`src/rtl/core_pkg.sv`:
```
// Shared constants for the mriscv multi-cycle sequencer: state codes, reset PC
// and the instruction-class priority used when decoder flags overlap.
package core_pkg;

   localparam logic [2:0] S_FETCH     = 3'd0;
   localparam logic [2:0] S_DECODE    = 3'd1;
   localparam logic [2:0] S_EXECUTE   = 3'd2;
   localparam logic [2:0] S_MEMORY    = 3'd3;
   localparam logic [2:0] S_WRITEBACK = 3'd4;
   localparam logic [2:0] S_HALT      = 3'd5;

   localparam logic [31:0] DEFAULT_RESET_PC = 32'h0000_0000;

   localparam logic [2:0] CLS_NONE   = 3'd0;
   localparam logic [2:0] CLS_LOAD   = 3'd1;
   localparam logic [2:0] CLS_STORE  = 3'd2;
   localparam logic [2:0] CLS_JUMP   = 3'd3;
   localparam logic [2:0] CLS_BRANCH = 3'd4;
   localparam logic [2:0] CLS_ALU    = 3'd5;

   // Collapse the decoder flags to one class: load > store > jump > branch > reg/alu.
   function automatic logic [2:0] classify(input logic ld, input logic st,
                                           input logic jmp, input logic br,
                                           input logic rg, input logic alu);
      logic [2:0] cls;
      cls = CLS_NONE;
      if (ld)             cls = CLS_LOAD;
      else if (st)        cls = CLS_STORE;
      else if (jmp)       cls = CLS_JUMP;
      else if (br)        cls = CLS_BRANCH;
      else if (rg || alu) cls = CLS_ALU;
      return cls;
   endfunction

endpackage

```
`src/rtl/bus_watchdog.sv`:
```
// Wait counter shared by the fetch and data handshakes; flags a request that
// has waited TIMEOUT cycles without ack. An ack in that same cycle wins.
module bus_watchdog #(
   parameter int TIMEOUT = 255
) (
   input  logic clk,
   input  logic reset,
   input  logic start,
   input  logic req,
   input  logic ack,
   output logic timeout
);

   localparam logic [7:0] LIMIT = 8'(TIMEOUT - 1);

   logic [7:0] count;

   always_ff @(posedge clk or posedge reset) begin
      if (reset) begin
         count <= '0;
      end else if (start || (req && ack)) begin
         count <= '0;
      end else if (req && (count != LIMIT)) begin
         count <= count + 8'd1;
      end
   end

   assign timeout = req && !ack && (count == LIMIT);

endmodule

```
`src/rtl/core_ctrl.sv`:
```
// Multi-cycle FETCH/DECODE/EXECUTE/MEMORY/WRITEBACK sequencer for mriscv.
// Optional retire counter on perf_instret is built when CORE_CTRL_PERF_EN is defined.
module core_ctrl
   import core_pkg::*;
#(
   parameter logic [31:0] RESET_PC = DEFAULT_RESET_PC,
   parameter int          TIMEOUT  = 255
) (
   input  logic        clk,
   input  logic        reset,
   output logic        imem_req,
   output logic [31:0] imem_addr,
   input  logic        imem_ack,
   input  logic [31:0] imem_rdata,
   output logic [31:0] instr,
   input  logic        is_load,
   input  logic        is_store,
   input  logic        is_branch,
   input  logic        is_jump,
   input  logic        is_reg,
   input  logic        is_alu,
   input  logic [4:0]  dest,
   input  logic [31:0] branch_dest,
   input  logic        branch_taken,
   input  logic [31:0] alu_result,
   output logic        dmem_req,
   output logic        dmem_we,
   input  logic        dmem_ack,
   input  logic [31:0] dmem_rdata,
   output logic        rf_w_en,
   output logic [4:0]  rf_waddr,
   output logic [31:0] rf_wdata,
   output logic [31:0] pc,
   output logic        trap,
   output logic [31:0] perf_instret,
   output logic [2:0]  state
);

   // Handshake: a req is raised by this block and held until the cycle its
   // ack is seen; ack is only honoured while req is high, and req drops the
   // cycle after. Reset or a watchdog trip drops req without waiting.

   logic [2:0]  cls;
   logic [2:0]  held_cls;
   logic [31:0] result;
   logic [31:0] pc_plus4;
   logic [31:0] branch_next;
   logic        target_bad;
   logic        wd_start;
   logic        wd_req;
   logic        wd_ack;
   logic        wd_timeout;

   assign cls         = classify(is_load, is_store, is_jump, is_branch, is_reg, is_alu);
   assign pc_plus4    = pc + 32'd4;
   assign branch_next = branch_taken ? branch_dest : pc_plus4;
   assign target_bad  = (branch_dest[1:0] != 2'b00) &&
                        ((cls == CLS_JUMP) || ((cls == CLS_BRANCH) && branch_taken));

   assign imem_addr = pc;
   assign rf_wdata  = result;

   // Fetch and data phases never overlap, so one counter serves both.
   assign wd_start = (state != S_FETCH) && (state != S_MEMORY);
   assign wd_req   = imem_req || dmem_req;
   assign wd_ack   = (imem_req && imem_ack) || (dmem_req && dmem_ack);

   bus_watchdog #(.TIMEOUT(TIMEOUT)) u_watchdog (
      .clk     (clk),
      .reset   (reset),
      .start   (wd_start),
      .req     (wd_req),
      .ack     (wd_ack),
      .timeout (wd_timeout)
   );

   always_ff @(posedge clk or posedge reset) begin
      if (reset) begin
         state    <= S_FETCH;
         pc       <= RESET_PC;
         instr    <= '0;
         result   <= '0;
         held_cls <= CLS_NONE;
         imem_req <= 1'b0;
         dmem_req <= 1'b0;
         dmem_we  <= 1'b0;
         rf_w_en  <= 1'b0;
         rf_waddr <= '0;
         trap     <= 1'b0;
      end else begin
         case (state)
            S_FETCH: begin
               if (!imem_req) begin
                  imem_req <= 1'b1;
               end else if (imem_ack) begin
                  instr    <= imem_rdata;
                  imem_req <= 1'b0;
                  state    <= S_DECODE;
               end else if (wd_timeout) begin
                  imem_req <= 1'b0;
                  trap     <= 1'b1;
                  state    <= S_HALT;
               end
            end
            S_DECODE: begin
               state <= S_EXECUTE;
            end
            S_EXECUTE: begin
               held_cls <= cls;
               if ((cls == CLS_NONE) || target_bad) begin
                  trap  <= 1'b1;
                  state <= S_HALT;
               end else begin
                  case (cls)
                     CLS_LOAD, CLS_STORE: begin
                        dmem_req <= 1'b1;
                        dmem_we  <= (cls == CLS_STORE);
                        state    <= S_MEMORY;
                     end
                     CLS_JUMP: begin
                        result   <= pc_plus4;
                        pc       <= branch_dest;
                        rf_w_en  <= (dest != 5'd0);
                        rf_waddr <= dest;
                        state    <= S_WRITEBACK;
                     end
                     CLS_BRANCH: begin
                        pc       <= branch_next;
                        imem_req <= 1'b1;
                        state    <= S_FETCH;
                     end
                     default: begin
                        result   <= alu_result;
                        rf_w_en  <= (dest != 5'd0);
                        rf_waddr <= dest;
                        state    <= S_WRITEBACK;
                     end
                  endcase
               end
            end
            S_MEMORY: begin
               if (dmem_ack) begin
                  dmem_req <= 1'b0;
                  dmem_we  <= 1'b0;
                  if (held_cls == CLS_STORE) begin
                     pc       <= pc_plus4;
                     imem_req <= 1'b1;
                     state    <= S_FETCH;
                  end else begin
                     result   <= dmem_rdata;
                     rf_w_en  <= (dest != 5'd0);
                     rf_waddr <= dest;
                     state    <= S_WRITEBACK;
                  end
               end else if (wd_timeout) begin
                  dmem_req <= 1'b0;
                  dmem_we  <= 1'b0;
                  trap     <= 1'b1;
                  state    <= S_HALT;
               end
            end
            S_WRITEBACK: begin
               rf_w_en <= 1'b0;
               // A jump already loaded its target in EXECUTE.
               if (held_cls != CLS_JUMP) pc <= pc_plus4;
               imem_req <= 1'b1;
               state    <= S_FETCH;
            end
            default: begin
               imem_req <= 1'b0;
               dmem_req <= 1'b0;
               dmem_we  <= 1'b0;
               rf_w_en  <= 1'b0;
               state    <= S_HALT;
            end
         endcase
      end
   end

`ifdef CORE_CTRL_PERF_EN
   logic        retire;
   logic [31:0] instret;

   assign retire = ((state == S_EXECUTE) && (cls == CLS_BRANCH) && !target_bad) ||
                   ((state == S_MEMORY) && dmem_ack && (held_cls == CLS_STORE)) ||
                   (state == S_WRITEBACK);

   always_ff @(posedge clk or posedge reset) begin
      if (reset) begin
         instret <= '0;
      end else if (retire) begin
         instret <= instret + 32'd1;
      end
   end

   assign perf_instret = instret;
`else
   assign perf_instret = '0;
`endif

endmodule

```
`config.mk`:
```
export PLATFORM = sky130hd
export DESIGN_NAME = core_ctrl
export DESIGN_NICKNAME = d
export VERILOG_FILES = /design/src/rtl/core_pkg.sv /design/src/rtl/bus_watchdog.sv /design/src/rtl/core_ctrl.sv
export SDC_FILE = /design/constraint.sdc
export NUM_CORES = 1
export LEC_CHECK = 0
export CAP_MARGIN = 20
export CORE_ASPECT_RATIO = 0.9
export CORE_MARGIN = 8
export CORE_UTILIZATION = 55
export DETAILED_ROUTE_END_ITERATION = 7
export DONT_BUFFER_PORTS = 1
export PLACE_DENSITY = 0.7
export SKIP_CTS_REPAIR_TIMING = 1
export SLEW_MARGIN = 15
export SYNTH_ARGS = -nofsm -noshare
export SYNTH_HDL_FRONTEND = slang
export SYNTH_SLANG_ARGS = --single-unit
export TNS_END_PERCENT = 50
```
`constraint.sdc`:
```
create_clock -name clk -period 5.07 [get_ports clk]
set_clock_uncertainty 0.15 [all_clocks]
set_input_delay 0.507 -clock clk [delete_from_list [all_inputs] [get_ports clk]]
set_output_delay 0.507 -clock clk [all_outputs]
set_load 0.02 [all_outputs]
```
Yosys cells after proc, flatten, opt, wreduce, memory -nomap -nowiden
Index checks and enable logic that the tools add are counted.

Flip-flop bits (word level): 120. Bits of input ports: 144.

Add/sub/neg operators: 2. Eq/ne operators: 27. Muxes and demuxes: 59. Bitwise operators: 3. Reductions and logical operators: 36.

Operator list (number): $mux W32 (8); $pmux W32 S2 (3); $pmux W32 S3 (1); $mux W3 (11); $add A32 B3 Y32 const B (1); $ne A2 B2 Y1 const B (12); $mux W1 (22); $mux W5 (4); $reduce_and A5 Y1 (4); $mux W8 (2); $eq A3 B2 Y1 const B (5); $pmux W3 S5 (1); $pmux W1 S3 (4); $pmux W5 S2 (1); $logic_and A1 B1 Y1 (9); $ne A3 B2 Y1 const B (3); $reduce_bool A3 Y1 (3); $add A8 B1 Y8 const B (1); $eq A8 B8 Y1 const B (1); $ne A8 B8 Y1 const B (1); $eq A3 B1 Y1 const B (2); $eq A3 B3 Y1 const B (2); $logic_not A3 Y1 (2); $logic_or A1 B1 Y1 (6); other kinds (12) (18).

Logic depth before layout (Yosys ltp)
Gate-level depths: netlist (run 1).

Depth after elaboration: 13. Mapped depth: 10.

By module
From an unflattened synthesis (run 1), not the netlist that was laid out.

Cell total of the unflattened synthesis: 844. Area, all modules: 7362.1 um2.

By module, submodules not included: core_ctrl (times used 1, cells each 789, area an instance 6846.6 um2, seq. area each 2802.7 um2); bus_watchdog (times used 1, cells each 55, area an instance 515.5 um2, seq. area each 200.2 um2).

Worst setup path after synthesis (run 1)
No wires, ideal clock.

Path type: flip-flop to flip-flop. Start point: reg pc[8], in the netlist imem_addr[8]. End point: reg pc[31], in the netlist imem_addr[31]. Library setup time: 0.133 ns. Arrival: 2.478 ns. Data required time: 4.787 ns. Setup slack: 2.309 ns. Cell stages (with the launch flop): 9. Path buffers: 2. Period minus slack after synthesis: 2.761 ns. Cell sequence: dfrtp_1 buf_2 nand4_2 or4_1 buf_2 or4_4 or2_4 o22ai_1 a2bb2oi_2.

Longest elaborated chain between the ends: 5. Elaborated cells on any way between the ends: 8.

RTL lines: start, declared (line core_ctrl.sv:33) `output logic [31:0] pc,`; start signal, assigned (line core_ctrl.sv:122) `pc <= branch_dest;`; start signal, assigned (line core_ctrl.sv:128) `pc <= branch_next;`; start signal, assigned (line core_ctrl.sv:146) `pc <= pc_plus4;`; $add A32 B3 Y32 * (line core_ctrl.sv:55) `assign pc_plus4 = pc + 32'd4;`; $mux W32 (line core_ctrl.sv:56) `assign branch_next = branch_taken ? branch_dest : pc_plus4;`; $pmux W32 S2 (line core_ctrl.sv:114) `case (cls)`; $mux W32 (line core_ctrl.sv:110) `if ((cls == CLS_NONE) || target_bad) begin`; $pmux W32 S3 * (line core_ctrl.sv:91) `case (state)`.

Every way passes the cells marked *; elsewhere a longest branch is shown, timed or not. The select of a mux whose other input is x is not followed. A chain may end at the register's enable or synchronous reset.

Worst setup path in the final report (run 1)
Start point: reg pc[2], in the netlist imem_addr[2]. End point: reg pc[31], in the netlist imem_addr[31].

Same word-level chain as after synthesis.

==> reports/results.txt, run 1 <==
In this run the worst setup path begins at imem_addr[2]$_DFFE_PP0P_. The critical path contains buffers and inverters numbering 0 combined. Detailed placement ended at an HPWL of 16200 µm. OpenSTA, run right after detailed placement, puts the worst setup slack at 1.98 ns. Among all stages on the critical path, the largest delay is contributed by sky130_fd_sc_hd__dfrtp_1. The transition time at the pin with the least slew margin was 0.816 ns; the total die area was 16600 µm². The clock passes through at most 2 buffers. The total DRC errors in the routed layout is 0.

Dividing the synthesized area by the synthesized cell count gives 8.75 µm². The run gives 0.557 as the initial core utilization. In this run, CTS created clock tree buffers numbering 17. The proportion of layout cells with a drive suffix above 1 is 0.121. In this run, synthesis produced a sequential element count of 120. Height of the chip: 123 µm.

Remaining max-slew budget at the tightest pin: 0.448. Before antenna repair, the detailed router went through 5 iterations. The later pin in the worst-skew pair is clocked with a latency of 0.42 ns. The run gives 0.252 as the total global routing track utilization. Summing over every cut layer, the via total after detailed routing is 5735. The mean routed wirelength per cell is 22.9 µm.

The largest net degree at the start of global routing is 79, and the routed wire length is 21200 µm. The startpoint identified for the worst register-to-register timing path is imem_addr[2]$_DFFE_PP0P_. The congestion estimate from routability-driven global placement came to 0.917. The floorplan step defined a core boundary enclosing 12500 µm².

On the worst path, the slowest cell contributes a delay of 0.77 ns. The via count of the first global-routing pass was 5669; the synthesized area was 6980 µm². The number of synthesized flops with an enable pin was 0; the worst endpoint data arrival time was 3.28 ns.

The tools report the number of failing hold endpoints at the final stage as 0. Setup repair after global routing left no endpoint under its margin. The setup slack of the critical path after layout is 1.93 ns. 0 antenna diodes ended up in the layout. The number of I/O port buffers works out to 0.

The critical path goes through nand4_1, or4_1, or4_4, or2_4, o22ai_1, a2bb2oi_2. The run gives 0 as the final setup violation count. The first-pass GRT wire length was 32500 µm; the clock sink count was 120.

The initialized floorplan defines 39 standard-cell rows. Grouping stages by cell kind, the critical path spends the most delay in simple AND/OR/NAND/NOR gates. For the initial antenna violation count, the log shows 1. The detail-routed via count per cell was 6.21; the count of different cell masters after synthesis was 62.

Counting the fill cells in the layout gives 1127. For this run the aggregate overflow at the end of global routing stands at 0. For this run, the leading register cell type out of synthesis is sky130_fd_sc_hd__dfrtp_1. The proportion of register bits with asynchronous set or reset after synthesis was 1.00; the power density over cell area was 770 nW/µm². For the I/O pin total, the log shows 317. Data on the critical path is required at its endpoint by 5.21 ns. The post-layout total power came out at 0.00565 W.

The run gives 0.430 as the sequential area share after synthesis. The flow ran to the end, and the final reports show no timing, DRC or antenna violations. CTS placed an instance of sky130_fd_sc_hd__clkbuf_16 at the clock tree root.

Count of pins over their slew limit: 0. The worst setup path is of the flip-flop to flip-flop kind. The worst hold path begins at is_load. The first routing iteration left 582 violations. The worst setup path is launched from a flip-flop. The H-tree was split into 4 levels. The width of the die was 135 µm; the sum of negative setup slack was 0 ns. Static timing analysis puts the maximum clock frequency at 318 MHz.

In this run the remaining antenna-violating nets after routing total 0. The clock input transition at the sequential cells of the worst setup and hold paths was 0.06 ns; the highest ir drop seen on vdd was 0.000429 V. The net count of the finished layout is 894. STA classifies the critical path endpoint as a flip-flop. The run gives 0.585 as the core occupancy in the finished layout.

Synthesis handed over a netlist of 798 instances. Class of the most critical hold timing path: input port to flip-flop. The clock period minus worst slack works out to 3.14 ns. The number of max-cap violations was 0; the number of warnings printed during yosys synthesis was 0. Along the worst path, the maximum fanout reaches 8. The post-route clock period utilization came out at 0.620.

TritonCTS built the clock tree. Summed over all cells, the static leakage comes to 3.03 nW. The layout-stage area growth over the synthesis result came out at 5.09%.
-- final cells by class --
type / count / area (µm²) / area share
Multi-Input combinational cell: 588 / 3420 / 0.467
Sequential cell: 120 / 3000 / 0.409
Clock inverter: 14 / 138 / 0.0188
Clock buffer: 18 / 429 / 0.0585
Tap cell: 164 / 205 / 0.0280
Timing Repair Buffer: 11 / 101 / 0.0138
Inverter: 9 / 36.3 / 0.00495
-- worst reg2reg max path: cells and delay by family, from the launching register on --
kind            cells  cell delay [ns]
flops               1             0.77
compound gates      2             0.26
simple gates        4             1.84
-- metrics by stage --
step | instances | hold slack, ns | instance area, µm²
6_report | 924 | 0.0352 | 7340
4_1_cts | 922 | 0.0210 | 7310
3_5_place_dp | 890 | 0.336 | 6740
5_1_grt | 924 | 0.0209 | 7340
2_1_floorplan | 829 | 0.296 | 7100
3_3_place_gp | 889 | 0.325 | 6730
-- cells in the mapped netlist, drive strengths merged (6+ instances only) --
master	n	share of area
nand2b	6	0.0054
a211oi	6	0.0065
nor2	82	0.044
or2	6	0.0057
buf	70	0.073
nand4	11	0.011
or3	7	0.0063
dfrtp	120	0.43
mux2	32	0.052
xnor2	16	0.020
nand3	28	0.020
nand2	88	0.047
clkbuf	42	0.023
o22ai	17	0.015
a31oi	6	0.0054
inv	9	0.0048
a21oi	91	0.066
nor3	10	0.0072
and3	9	0.0081
a2bb2oi	9	0.012
o211ai	6	0.0065
xor2	17	0.021
a221oi	6	0.0084
o21ai	53	0.038
-- final timing paths --
| check | to | slack [ns] | cells after the start |
|---|---|---|---|
| min in group asynchronous | imem_addr[8]$_DFFE_PP0P_ | 0.45 | 2 |
| max in group asynchronous | state[2]$_DFFE_PP0P_ | 3.38 | 3 |
| max reg2reg | imem_addr[31]$_DFFE_PP0P_ | 1.93 | 6 |
| min | held_cls[1]$_DFFE_PP0P_ | 0.04 | 1 |
| min reg2reg | held_cls[2]$_DFFE_PP0P_ | 0.35 | 2 |
| max | imem_addr[31]$_DFFE_PP0P_ | 1.93 | 6 |
-- routing by layer --
layer,part of all wire,vias to the layer above,routed length [µm],GRT usage
li1,-,2628,-,-
met1,0.40,2787,8390,0.313
met2,0.48,287,10200,0.398
met3,0.10,31,2220,0.0998
met4,0.017,2,359,0.0764
met5,0.00061,-,13,0
-- state kept, by name, indices dropped and copies added (netlist names) --
register,cells
u_watchdog.count,8
imem_addr,32
instr,32
rf_w_en,1
state,3
dmem_we,1
rf_wdata,32
imem_req,1
dmem_req,1
rf_waddr,5
held_cls,3
trap,1
-- cell usage in the layout (no fill, tap or decap), types with 7 or more instances in the layout --
cell type	instances
sky130_fd_sc_hd__xor2_1	17
sky130_fd_sc_hd__and3_1	9
sky130_fd_sc_hd__nor2_1	80
sky130_fd_sc_hd__a2bb2oi_1	8
sky130_fd_sc_hd__inv_1	8
sky130_fd_sc_hd__a21oi_1	89
sky130_fd_sc_hd__buf_4	8
sky130_fd_sc_hd__dfrtp_1	120
sky130_fd_sc_hd__nand4_1	10
sky130_fd_sc_hd__o22ai_1	17
sky130_fd_sc_hd__or3_1	7
sky130_fd_sc_hd__conb_1	32
sky130_fd_sc_hd__nor3_1	10
sky130_fd_sc_hd__xnor2_1	16
sky130_fd_sc_hd__nand3_1	28
sky130_fd_sc_hd__o21ai_0	52
sky130_fd_sc_hd__mux2_2	32
sky130_fd_sc_hd__clkbuf_16	17
sky130_fd_sc_hd__nand2_1	88
-- power breakdown --
part | switching (W) | total (W) | leakage (nW) | internal, W
Clock | 0.000471 | 0.00115 | 0.273 | 0.000684
Combinational | 0.00107 | 0.00183 | 1.31 | 0.000756
Sequential | 0.00128 | 0.00267 | 1.44 | 0.00139
Total | 0.00282 | 0.00565 | 3.03 | 0.00283
-- logic make-up after synthesis --
logic type	Yosys count	synth area share
buffers and inverters	121	0.100
AO/OA/AOI/OAI	220	0.191
flip-flops	120	0.430
adder cells (fa/ha/maj)	3	0.00538
XOR/XNOR	33	0.0414
AND/OR/NAND/NOR	266	0.177
multiplexers	34	0.0545
other	1	0.000537
(Power assumes the default switching activity.)
==> run 2: changes to the inputs <==
- PLACE_DENSITY: 0.7 -> 0.73
- clock period: 5.07 -> 2.73 ns (I/O delays scaled with it)
==> reports/results.txt, run 2 (same netlist as run 1, synthesis figures left out) <==
The clock network fraction of total power was 0.201 (was 0.204); the largest net degree at the start of global routing was 71 (was 79). The run gives 8900 µm (was 8390 µm) as the met1 layer wirelength in the final routing. The number of max-cap violations came out at 0 (unchanged).

The power density over cell area is 1320 nW/µm² (was 770 nW/µm²), and the required time at the endpoint of the critical path is 2.92 ns (was 5.21 ns). The routed wire length is 24000 µm (was 21200 µm), and the first-pass GRT wire length is 33400 µm (was 32500 µm). The logs give 0.696 (was 0.585) for the core occupancy in the finished layout and 0.261 (was 0.252) for the total global routing track utilization.

Reported leakage power: 3.68 nW (was 3.03 nW). Total die area: 16600 µm² (unchanged). The transition time at the pin with the least slew margin was 0.902 ns (was 0.816 ns); the clock insertion delay at the later pin of the skew report was 0.42 ns (about the same). The via count of the first global-routing pass came out at 5915 (was 5669). The run gives 0.00552 W (was 0.00282 W) as the net switching component of the power. The highest cell delay on the worst timing path is 0.51 ns (was 0.77 ns), and the combinational power share is 0.448 (was 0.324). Clock input transition at the sequential cells of the worst setup and hold paths: 0.06 ns (about the same).

The layout-stage area growth over the synthesis result was 25.1% (was 5.09%); the sequential share of power was 0.351 (was 0.472). The logs give 39 (unchanged) for the number of rows in the core area and 0.000808 V (was 0.000429 V) for the highest ir drop seen on vdd. The detail-routed via count per cell came out at 6.14 (was 6.21). The top layer used by detailed routing was met5 (unchanged).

The final reports fail on negative hold slack. Final instance area: 8730 µm² (was 7340 µm²). The kind of cell adding the most delay to the critical path is compound AO/OA/AOI/OAI gates (was simple AND/OR/NAND/NOR gates).

Total buffers and inverters traversed by the critical path: 2 (was 0). The number of failing hold endpoints at the final stage is 8 (was 0). The tools report the critical path startpoint category as a flip-flop (unchanged). Cells traversed along the worst timing path: buf_12, a211o_1, a221o_1, buf_4, nor2_1, nand2_1, o21ai_0 (was nand4_1, or4_1, or4_4, or2_4, o22ai_1, a2bb2oi_2).

The tools report the origin of the critical flop-to-flop path as state[0]$_DFFE_PP0P_ (was imem_addr[2]$_DFFE_PP0P_). Sum of negative setup slack: 0 ns (unchanged). The total DRC errors in the routed layout was 0 (unchanged); the number of iterations in the first detailed-routing pass was 5 (unchanged).

Cell area after placement: 7120 µm² (was 6740 µm²). The proportion of layout cells with a drive suffix above 1 was 0.150 (was 0.121); the mean routed wirelength per cell was 22.5 µm (was 22.9 µm). The maximum clock insertion buffer count is 2 (unchanged). The launch point of the worst hold path was branch_dest[13] (was is_load). The clock period minus worst slack is 2.60 ns (was 3.14 ns).

The kind of critical path is flip-flop to flip-flop (unchanged). The placer's final routability congestion estimate is 0.883 (was 0.917). The logs give 4 (unchanged) for the number of H-tree branching levels and 0.0115 W (was 0.00565 W) for the post-layout total power.

The layout filler cell count is 930 (was 1127), and the post-route clock period utilization is 0.952 (was 0.620). Placeable core region: 12500 µm² (unchanged). The flow ran to the end, but the final reports show violations. The tools report the tightest hold margin as -0.0551 ns (was 0.0352 ns).

The logs give 2520 µm (was 2220 µm) for the met3 routed wirelength and 120 (unchanged) for the clock sink count. The internal power was 0.00598 W (was 0.00283 W); the half-perimeter wire length after detailed placement was 16900 µm (was 16200 µm). The number of nets at the end of the flow is 1036 (was 894), and the final setup violation count is 0 (unchanged). The most common cell after layout, fill and taps aside was sky130_fd_sc_hd__dfrtp_1 (unchanged). The I/O pin total was 317 (unchanged); the number of I/O port buffers was 0 (unchanged).

The logs give 0 (unchanged) for the count of pins over their slew limit and 2 (was 1) for the initial antenna violation count. The count of antenna-violating nets left after detailed routing is 0 (unchanged), and the timing-limited maximum frequency is 385 MHz (was 318 MHz). The fraction of power spent switching nets came out at 0.480 (was 0.499). The class of the most critical hold timing path was input port to flip-flop (unchanged). The maximum net fanout on the critical path was 19 (was 8).

The buffer type at the clock tree root was sky130_fd_sc_hd__clkbuf_16 (unchanged). The routed via count is 6544 (was 5735). The number of buffers inserted during clock tree synthesis is 17 (unchanged). TritonCTS built the clock tree. The worst endpoint data arrival time was 2.79 ns (was 3.28 ns). The kind of end point of the critical path was a flip-flop (unchanged). Total congestion overflow after global routing: 0 (unchanged). The height of the chip is 123 µm (unchanged). Highest-count cells in the layout ignoring fill and taps: 120 x sky130_fd_sc_hd__dfrtp_1, 100 x sky130_fd_sc_hd__dlygate4sd3_1, 89 x sky130_fd_sc_hd__a21oi_1 (was 120 x sky130_fd_sc_hd__dfrtp_1, 89 x sky130_fd_sc_hd__a21oi_1, 88 x sky130_fd_sc_hd__nand2_1).

The count of routing violations after the opening detailed-route iteration was 712 (was 582). The width of the die was 135 µm (unchanged). The tools report the startpoint of the worst setup timing path as state[0]$_DFFE_PP0P_ (was imem_addr[2]$_DFFE_PP0P_).

The met2 wirelength from detailed routing was 12000 µm (was 10200 µm); the remaining max-slew budget at the tightest pin was 0.396 (was 0.448). The critical path's slowest cell was sky130_fd_sc_hd__dfrtp_1 (unchanged). The run gives 0.557 (unchanged) as the initial core utilization.
[run 2: cell count changes in the layout (fill, tap and decap cells not counted), sizes merged]
cell	change
diode	+1
buf	+43
clkinvlp	-1
clkinv	+2
bufinv	+2
inv	-4
dlygate4sd3	+99
[run 2: final cells by class]
| class | instances | area, µm² | area share |
|---|---|---|---|
| multi-input combinational | 588 | 3420 | 0.392 |
| sequential | 120 | 3000 | 0.344 |
| timing repair buffer | 153 | 1450 | 0.166 |
| clock buffer | 18 | 439 | 0.0503 |
| tap | 164 | 205 | 0.0235 |
| clock inverter | 13 | 170 | 0.0195 |
| inverter | 9 | 37.5 | 0.00430 |
| antenna | 1 | 2.50 | 0.000287 |
[run 2: layer usage]
metal,GRT usage,vias up
li1,-,2901
met1,0.311,3123
met2,0.418,450
met3,0.101,68
met4,0.102,2
met5,0,-
[run 2: stage by stage]
step                setup slack, ns  hold WS (ns)  std cells
CTS                           0.205        -0.346        965
floorplan                   -0.0314         0.220        829
finish                        0.131       -0.0551       1066
global route                -0.0324      0.000531       1066
detailed placement            0.213        0.0958        934
global placement              0.281        0.0927        934
[run 2: power by group through the flow]
stage	logic, W	registers [W]	clock network [W]
floorplan	0.00343	0.00419	0
global placement	0.00475	0.00398	0
detailed placement	0.00488	0.00403	0
CTS	0.00493	0.00401	0.00233
global route	0.00560	0.00412	0.00241
finish	0.00515	0.00404	0.00232
[run 2: path summary, 6_finish.rpt]
| path | slack, ns | endpoint | depth (start not counted) |
|---|---|---|---|
| max in group asynchronous | 1.39 | imem_addr[4]$_DFFE_PP0P_ | 3 |
| worst min register to register | 0.34 | held_cls[0]$_DFFE_PP0P_ | 2 |
| worst max register to register | 0.13 | rf_wdata[29]$_DFFE_PP0P_ | 7 |
| worst min-delay path | -0.06 | imem_addr[13]$_DFFE_PP0P_ | 2 |
| min in group asynchronous | 0.27 | rf_wdata[7]$_DFFE_PP0P_ | 2 |
| worst max-delay path | 0.13 | rf_wdata[29]$_DFFE_PP0P_ | 7 |
